$ cat src/rtl/ctrl_turnos_xadrez.sv
// Chess-clock turn controller: button sync, turn arbitration, 1 Hz decrement prescaler, flag-fall.
// Optional macro XADREZ_INCREMENTO_EN adds per-move increment pulses on inc1/inc2.
module ctrl_turnos_xadrez #(
    parameter int CLOCK_FREQ = 100_000_000,
    parameter int MAX_MIN    = 99,
    parameter int INC_SEC    = 5
) (
    input  logic       clock,
    input  logic       reset,
    input  logic       carga,
    input  logic       j1,
    input  logic       j2,
    input  logic [6:0] chaves,
    input  logic       z1,
    input  logic       z2,
    output logic       load,
    output logic [6:0] carga_val,
    output logic       dec1,
    output logic       dec2,
    output logic [1:0] vez,
    output logic       fim,
    output logic [1:0] vencedor,
    output logic       inc1,
    output logic       inc2
);
    localparam int CW = (CLOCK_FREQ > 2) ? $clog2(CLOCK_FREQ) : 1;

    generate
        if (CLOCK_FREQ < 2 || INC_SEC < 0) begin : g_bad_param
            $error("ctrl_turnos_xadrez: CLOCK_FREQ must be >= 2 and INC_SEC >= 0");
        end
    endgenerate

    typedef enum logic [2:0] {IDLE, PRONTO, RUN1, RUN2, FIM} estado_t;

    estado_t         estado_reg, estado_next;
    logic [CW-1:0]   cnt_reg, cnt_next;
    logic [1:0]      vencedor_reg, vencedor_next;
    logic [1:0]      vez_reg, vez_next;
    logic [6:0]      carga_val_reg;
    logic            load_reg;
    logic            dec1_reg, dec1_next, dec2_reg, dec2_next;
    logic            tick;
    logic            run_next;
    logic [1:0]      jx, s1_reg, s2_reg, press;

    assign jx = {j2, j1};

    // Two-flop synchroniser per button; a press is the first cycle s1 is high after being low.
    genvar gi;
    generate
        for (gi = 0; gi < 2; gi++) begin : g_sync
            always_ff @(posedge clock) begin
                if (reset) begin
                    s1_reg[gi] <= 1'b0;
                    s2_reg[gi] <= 1'b0;
                end else begin
                    s1_reg[gi] <= jx[gi];
                    s2_reg[gi] <= s1_reg[gi];
                end
            end
            assign press[gi] = s1_reg[gi] & ~s2_reg[gi];
        end
    endgenerate

    assign tick = ((estado_reg == RUN1) || (estado_reg == RUN2)) &&
                  (cnt_reg == CW'(CLOCK_FREQ - 1));

    always_comb begin
        estado_next   = estado_reg;
        vencedor_next = vencedor_reg;
        if (carga) begin
            estado_next   = PRONTO;
            vencedor_next = 2'b00;
        end else begin
            case (estado_reg)
                PRONTO: begin
                    if (press == 2'b01)      estado_next = RUN2;
                    else if (press == 2'b10) estado_next = RUN1;
                end
                RUN1: begin
                    // Flag-fall beats a press arriving in the same cycle.
                    if (z1) begin
                        estado_next   = FIM;
                        vencedor_next = 2'b10;
                    end else if (press[0]) begin
                        estado_next = RUN2;
                    end
                end
                RUN2: begin
                    if (z2) begin
                        estado_next   = FIM;
                        vencedor_next = 2'b01;
                    end else if (press[1]) begin
                        estado_next = RUN1;
                    end
                end
                default: estado_next = estado_reg;
            endcase
        end

        run_next = (estado_next == RUN1) || (estado_next == RUN2);
        if (!run_next || (estado_next != estado_reg)) cnt_next = '0;
        else if (tick)                                 cnt_next = '0;
        else                                           cnt_next = cnt_reg + 1'b1;

        // A decrement only counts for a second the player actually finished on the clock.
        dec1_next = (estado_reg == RUN1) && (estado_next == RUN1) && tick && !z1;
        dec2_next = (estado_reg == RUN2) && (estado_next == RUN2) && tick && !z2;

        case (estado_reg)
            RUN1:    vez_next = 2'b01;
            RUN2:    vez_next = 2'b10;
            default: vez_next = 2'b00;
        endcase
    end

    always_ff @(posedge clock) begin
        if (reset) begin
            estado_reg    <= IDLE;
            cnt_reg       <= '0;
            vencedor_reg  <= 2'b00;
            vez_reg       <= 2'b00;
            carga_val_reg <= 7'd0;
            load_reg      <= 1'b0;
            dec1_reg      <= 1'b0;
            dec2_reg      <= 1'b0;
        end else begin
            estado_reg   <= estado_next;
            cnt_reg      <= cnt_next;
            vencedor_reg <= vencedor_next;
            vez_reg      <= vez_next;
            load_reg     <= carga;
            dec1_reg     <= dec1_next;
            dec2_reg     <= dec2_next;
            if (carga)
                carga_val_reg <= (chaves > 7'(MAX_MIN)) ? 7'(MAX_MIN) : chaves;
        end
    end

`ifdef XADREZ_INCREMENTO_EN
    logic inc1_reg, inc2_reg;

    // Only a turn-ending press reaches RUN2 from RUN1 (and vice versa), so no start or FIM increments.
    always_ff @(posedge clock) begin
        if (reset) begin
            inc1_reg <= 1'b0;
            inc2_reg <= 1'b0;
        end else begin
            inc1_reg <= (estado_reg == RUN1) && (estado_next == RUN2);
            inc2_reg <= (estado_reg == RUN2) && (estado_next == RUN1);
        end
    end

    assign inc1 = inc1_reg;
    assign inc2 = inc2_reg;
`else
    assign inc1 = 1'b0;
    assign inc2 = 1'b0;
`endif

    assign load      = load_reg;
    assign carga_val = carga_val_reg;
    assign dec1      = dec1_reg;
    assign dec2      = dec2_reg;
    assign vez       = vez_reg;
    assign fim       = (estado_reg == FIM);
    assign vencedor  = vencedor_reg;
endmodule

$ cat config.mk
export PLATFORM = sky130hd
export DESIGN_NAME = ctrl_turnos_xadrez
export DESIGN_NICKNAME = d
export VERILOG_FILES = /design/src/rtl/ctrl_turnos_xadrez.sv
export SDC_FILE = /design/constraint.sdc
export NUM_CORES = 1
export LEC_CHECK = 0
export ABC_CLOCK_PERIOD_IN_PS = 1710
export CORE_UTILIZATION = 48
export CTS_CLUSTER_DIAMETER = 100
export DETAILED_ROUTE_END_ITERATION = 10
export GPL_TIMING_DRIVEN = 0
export PLACE_DENSITY = 0.7
export SYNTH_ARGS = -nofsm -noshare
export SYNTH_HDL_FRONTEND = slang
export SYNTH_SLANG_ARGS = --single-unit
$ cat constraint.sdc
create_clock -name clock -period 1.71 [get_ports clock]
set_input_delay 0.171 -clock clock [delete_from_list [all_inputs] [get_ports clock]]
set_output_delay 0.171 -clock clock [all_outputs]
set_load 0.01 [all_outputs]
# Word-level counts from Yosys, hierarchy flattened
# Cells that the tools add are included.
# op_classes
n_addsub,1
n_reduce_logical,17
eq_ne,12
magnitude_cmp,1
bitwise,4
muxes,13
# ops
op,n
$add 27x1->27 const B,1
$eq 27x27->1 const B,1
$mux 3,7
$eq 3x2->1 const B,4
$pmux 3 s3,1
$pmux 2 s2,2
$gt 7x7->1 const B,1
$logic_and 1x1->1,7
$mux 7,1
$mux 2,2
$ne 2x2->1 const B,2
$eq 3x1->1 const B,1
$eq 3x3->1 const B,1
$logic_not 1->1,3
$logic_or 1x1->1,3
$ne 3x3->1,1
$reduce_and 3->1,1
$reduce_or 3->1,1
$and 1x1->1,2
$eq 2x1->1 const B,1
$eq 2x2->1 const B,1
$not 1->1,2
$reduce_bool 2->1,1
$reduce_or 2->1,1
# word_totals
wordCells,60
in_bits,14
register_bits,48
output_inout_bits,17

# Logic depth before layout (Yosys ltp)
# Gate-level depths: netlist (run 1).
# depth
depth_word,12
depth_mapped,7
mapped_depth_nobuf,6

# Worst setup path after synthesis (run 1)
# Ideal clock, no wire load.
# synth_path
kind,flip-flop to flip-flop
from,register cnt_reg[8]
to,register dec1_reg (netlist: dec1)
setup_slack_ns,-0.116
arrival_time_ns,1.739
period_less_slack_ns,1.826
setup_ns,0.088
path_buffers,1
stages_incl_launch_ff,7
required_time_ns,1.622
cell_sequence,dfxtp_1 or4b_4 nor4_4 and3_1 buf_6 nor4b_4 nor4b_2
# synth_between
elab_chain_len,4
# synth_rtl
element,line,source
from (decl),37,"logic [CW-1:0] cnt_reg, cnt_next;"
from (signal assigned),130,cnt_reg <= cnt_next;
$eq 27x27->1,67,(cnt_reg == CW'(CLOCK_FREQ - 1));
$logic_and 1x1->1,66,assign tick = ((estado_reg == RUN1) || (estado_reg == RUN2)) &&
$logic_and 1x1->1 (2 in series),108,dec1_next = (estado_reg == RUN1) && (estado_next == RUN1) && tick && !z1;
to (signal assigned),134,dec1_reg <= dec1_next;
to (decl),42,"logic dec1_reg, dec1_next, dec2_reg, dec2_next;"
# Every way passes these cells.
# A chain may end at the register's enable or synchronous reset.

# Final worst setup path (run 1)
# layout_path
from,register cnt_reg[19]
to,register dec1_reg (netlist: dec1)
# Same word-level chain as after synthesis.

==> results of run 1 <==
[power breakdown]
| group | total (mW) | internal, mW | switching (mW) |
|---|---|---|---|
| combinational | 0.159 | 0.0822 | 0.0769 |
| sequential | 1.15 | 1.13 | 0.0141 |
| clock | 0.812 | 0.434 | 0.378 |
[layout make-up]
type / count / share of cell area
Buffer: 11 / 0.0293
Clock buffer: 6 / 0.0246
Clock inverter: 2 / 0.0119
Inverter: 4 / 0.00510
Multi-Input combinational cell: 176 / 0.428
Sequential cell: 48 / 0.330
Tap cell: 52 / 0.0221
Timing Repair Buffer: 44 / 0.148
[repair_timing]
item / CTS / global route
cloned: 0 / 2
buffers inserted: 12 / 4
resized for setup: 24 / 21
endpoints found under the setup margin: 31 / 30
pin swaps: 7 / 4
[layout by cell type, fill, tap and decap left out, types with 5 or more instances in the layout]
cell type	instances
dfxtp_1	41
clkdlybuf4s50_1	25
nor3_1	23
nor2_1	18
buf_4	17
xor2_1	17
nand3_1	16
nand2_1	13
a21oi_1	11
xnor2_1	8
and3_1	7
nand4_1	6
nor3_2	6
dfxtp_2	6
nor2b_1	5
clkbuf_8	5
[logic make-up (layout without fill, tap and decap cells)]
| group | after synthesis | in the layout |
|---|---|---|
| AO/OA/AOI/OAI | 21 | 21 |
| adder cells (fa/ha/maj) | 1 | 1 |
| XOR/XNOR | 25 | 25 |
| other | 1 | 2 |
| buffers and inverters | 19 | 67 |
| flip-flops | 48 | 48 |
| AND/OR/NAND/NOR | 124 | 124 |
| multiplexers | 3 | 3 |
[path summary, 6_finish.rpt]
check | end | slack, ps | start | depth (start not counted)
setup / recovery | dec1 | -280 | cnt_reg[19] | 6
hold / removal | carga_val[4] | 230 | carga | 3
setup reg to reg | dec1 | -280 | cnt_reg[19] | 6
hold reg to reg | cnt_reg[0] | 440 | cnt_reg[0] | 1
[worst min-delay path, cell delays in order]
cell	delay, ps
buf_2	170
nand3_1	80
a21oi_1	60
[per-stage QoR]
step | hold WS, ps | TNS [ps] | instances | total power, mW | util
2_1_floorplan | 242 | -905 | 243 | 1.25 | -
3_3_place_gp | 435 | -15330 | 321 | 1.32 | 0.577
3_5_place_dp | 455 | -15230 | 321 | 1.32 | 0.577
4_1_cts | 220 | -3610 | 338 | 2.13 | 0.640
5_1_grt | 230 | -6710 | 343 | 2.20 | 0.676
6_report | 228 | -5390 | 343 | 2.12 | 0.676
[metal layers]
layer  vias to the layer above  part of all wire
met5                         -                 0
met4                         0             0.012
met3                         8             0.052
met2                        53              0.49
met1                       895              0.45
li1                        941                 -
==> reports/metrics.cfg, run 1 <==
[global_routing]
track_usage=0.204
grtUsageMet3=0.0538
met1_usage=0.260
busiest_layer=met2
grt_max_degree=15
grt_overflow_total=0
first_global_vias=1787
grt_use_met2=0.339
antenna_found_initial=0
grt_first_pass_wirelength_mm=8.00

[timing]
fin_worst_skew_ps=9.34
maxSlewViolCount=0
finalSetupViolCount=28
fin_crit_sh=1.16
max-slew-margin-rel=0.576
hold_violations=0
worst_slack_ps=-279
tightestPinTransition_ps=626
min_period_ps=1990
rsz0062_at_grt=true
fmaxAchievable_mhz=503

[cells_and_area]
fillerInstances=342
fin_nets=305
multiInputGateArea_sq_um=1260
largest_register_ffs=27
drive_gt1_frac=0.241
areaGrowthSynthToFinish_pct=35.1
seqCellArea_sq_um=972
diodes=0
final_cell_area_sq_um=2940

[status]
status=finished with violations
violations=negative setup slack

[clocking]
cts.sinks=48
clock_latency_ps=300
cts_root_buf=clkbuf_8
cts_made_buffers=5
cts_max_level=2
clk_path_buf_depth=2
path_clk_slew_ps=90
cts_tree=yes
ctsHoldBuffers=0

[yosys]
synth_ff_type=dfxtp_1
synth_top_area_frac=0.441
synth_fa_ha_area_frac=0.00574
yosys-top-cells-count=dfxtp_1, nor3_1, nor2_1, xor2_1, nand3_1
synth_async_sr_flop_share=0
synthesis.instances=242
synth_edf_count=0
synth_top_area_cell=dfxtp_1
synth_simple_gate_area_frac=0.332
avgSynthCellArea_sq_um=9.01
ys_seq_elements=48
yosysSeqAreaShare=0.441
synth_mux_area_frac=0.0144
synthesis.area_sq_um=2180
synth_xor_area_frac=0.100
synth-compound-area-share=0.0626
ys_types=46
synth.most_common_cell=dfxtp_1
synth_warnings=0
synth_area_leaders=dfxtp_1, nor3_1, xor2_1
synth_top_family_by_area=simple AND/OR/NAND/NOR gates

[placed_design]
gp_congestion=0.826
post-place-ws_ps=-609
dp_hpwl_mm=2.96
place.port_buffers=26
dpl-instance-area_sq_um=2510

[die]
dieArea_sq_um=4810
rows=24
core_sq_um=4350
top_level_ports=31
fp.dieH_microns=69.4
die_w_microns=69.4
start_util=0.501

[setup_path]
cp_data_required_time_ps=1930
critPathMaxStageDelay_ps=540
crit_path_frequent_cell=nor4b_4
arrival_ps=2210
startpoint_type=flop
cp_max_fo=4
critical_path.top_delay_family=simple AND/OR/NAND/NOR gates
crit_chain=or4b_4 > nor4_4 > and3_1 > buf_6 > nor4b_4 > nor4b_4
path_class=flop to flop
setup.worst_path.end_class=flop
crit_buf_inv=1
cpMaxStageDelayCell=or4b_4

[power_and_ir_drop]
p_per_area_nw_per_um2=720
p_leak_nw=1.06
ir_drop_mv=0.456

[routing]
drt_iter0_drc=102
wire_per_inst_microns=14.5
viasPerCell=5.53
dr.pass1.iters=4
ant_nets=0
vias=1897
drt_wl_total_mm=4.98
drc=0

[job]
cap_violations=0

[min_path]
hold_class=input pin to flop

Note: power is estimated with default switching activity, not from simulation.
==> run 2: changes to the inputs <==
--- a/config.mk
+++ b/config.mk
@@ -5,12 +5,13 @@
 export SDC_FILE = /design/constraint.sdc
 export NUM_CORES = 1
 export LEC_CHECK = 0
-export ABC_CLOCK_PERIOD_IN_PS = 1710
 export CORE_UTILIZATION = 48
 export CTS_CLUSTER_DIAMETER = 100
 export DETAILED_ROUTE_END_ITERATION = 10
 export GPL_TIMING_DRIVEN = 0
+export MAX_ROUTING_LAYER = met4
 export PLACE_DENSITY = 0.7
+export SETUP_SLACK_MARGIN = 0.05
 export SYNTH_ARGS = -nofsm -noshare
 export SYNTH_HDL_FRONTEND = slang
 export SYNTH_SLANG_ARGS = --single-unit
==> reports/metrics.cfg, run 2 (synthesis results as in run 1) <==
[placed_design]
post-place-ws_ps=-624
place_inst=321
dp_hpwl_mm=2.95
gp_congestion=0.840
place.port_buffers=26

[timing]
worst_slack_ps=-273
tightestPinTransition_ps=548
fin_crit_sh=1.16
fmaxAchievable_mhz=504
hold_violations=0
max-slew-margin-rel=0.629
fin_worst_skew_ps=4.17
whs_ps=223
finalSetupViolCount=28
min_period_ps=1980
maxSlewViolCount=0
rsz0062_at_grt=true

[power_and_ir_drop]
p_leak_nw=1.06
p_int_mw=1.79
p_per_area_nw_per_um2=773
ir_drop_mv=0.549
seq_power_share=0.511
switching_share=0.202
power_switching_uw=453
p_clk_frac=0.421
p_comb_frac=0.067

[clocking]
path_clk_slew_ps=90
cts_root_buf=clkbuf_8
clk_path_buf_depth=2
cts_max_level=2
clock_latency_ps=290
cts.sinks=48
cts_tree=yes
ctsHoldBuffers=0
cts_made_buffers=5

[global_routing]
busiest_layer=met2
track_usage=0.216
met1_usage=0.257
grt_first_pass_wirelength_mm=8.29
antenna_found_initial=0
first_global_vias=1893
grtUsageMet3=0.0538
grt_use_met2=0.359
grt_max_degree=15
grt_overflow_total=0

[setup_path]
setup.worst_path.end_class=flop
cp_data_required_time_ps=1920
r2r_slack_ps=-270
reg2reg_depth=6
path_class=flop to flop
arrival_ps=2190
r2r-start=cnt_reg[19]
startpoint_type=flop
cp_max_fo=4
timing.rr.end=dec1

[status]
violations=negative setup slack
status=finished with violations

[min_path]
min_path_cells=3
min_to=carga_val[4]
hold_start=carga
hold_class=input pin to flop

[die]
start_util=0.501
fp.dieH_microns=69.4
top_level_ports=31
dieArea_sq_um=4810
rows=24
die_w_microns=69.4
core_sq_um=4350

[routing]
wire_per_inst_microns=14.3
dr.pass1.iters=4
drt_wl_total_mm=4.91
vias=1878
drt_iter0_drc=84
ant_nets=0
drc=0
viasPerCell=5.48

[cells_and_area]
fin_nets=306
fillerInstances=351
final_common_cell=dfxtp_1
largest_register_ffs=27
diodes=0
layout_common_cells=dfxtp_1, nor3_1, clkdlybuf4s50_1
areaGrowthSynthToFinish_pct=33.1
layoutNonFillerInstCount=343
drive_gt1_frac=0.227
finalCoreUtilization=0.666

[job]
cap_violations=0

-- run 2: metal layers --
metal	share of wire	up-vias	wire, microns
met5	0	-	0
li1	-	942	-
met4	0.0088	0	43
met1	0.45	883	2200
met3	0.052	4	254
met2	0.49	49	2410
-- run 2: power by group through the flow --
stage	logic (mW)	registers (mW)	clock network, mW
global route	0.165	1.15	0.996
floorplan	0.0754	1.18	0
CTS	0.150	1.15	0.959
detailed placement	0.148	1.17	0
global placement	0.148	1.17	0
finish	0.151	1.15	0.945
-- run 2: through the flow --
step	setup TNS (ps)	area [sq um]	total power, mW
finish	-4730	2900	2.24
global route	-6890	2900	2.31
CTS	-4050	2850	2.26
detailed placement	-15690	2510	1.32
global placement	-15340	2510	1.32
floorplan	-905	2190	1.25
-- run 2: timing repair --
action	4_1_cts	5_1_grt
setup endpoints to repair	31	30
buffers inserted	16	3
cloned	1	0
hold endpoints to repair	0	0
pin swaps	7	5
resized for setup	26	14
-- run 2: critical path, stage by stage, from the launching register on --
cell     delay (ps)
dfxtp_2         340
or4b_4          550
nor4_4          270
and3_1          220
buf_6           110
nor4b_4         190
nor4b_4         240
-- run 2: worst max-delay path by stage --
stage / startpoint / endpoint / slack [ps] / cells after the start
3_5_place_dp: reset / cnt_reg[1] / -620 / 7
5_1_grt: cnt_reg[19] / dec1 / -360 / 6
2_1_floorplan: cnt_reg[10] / dec1 / -110 / 6
6_report: cnt_reg[19] / dec1 / -270 / 6
4_1_cts: cnt_reg[19] / dec1 / -250 / 6
3_3_place_gp: reset / cnt_reg[20] / -600 / 7
-- run 2: cell type report --
class	instances	area, sq um	area share
buffer	12	77.6	0.0267
clock buffer	5	68.8	0.0237
clock inverter	2	60.1	0.0207
inverter	4	15.0	0.00517
multi-input combinational	176	1230	0.423
sequential	48	975	0.336
tap	52	65.1	0.0224
timing repair buffer	44	413	0.142
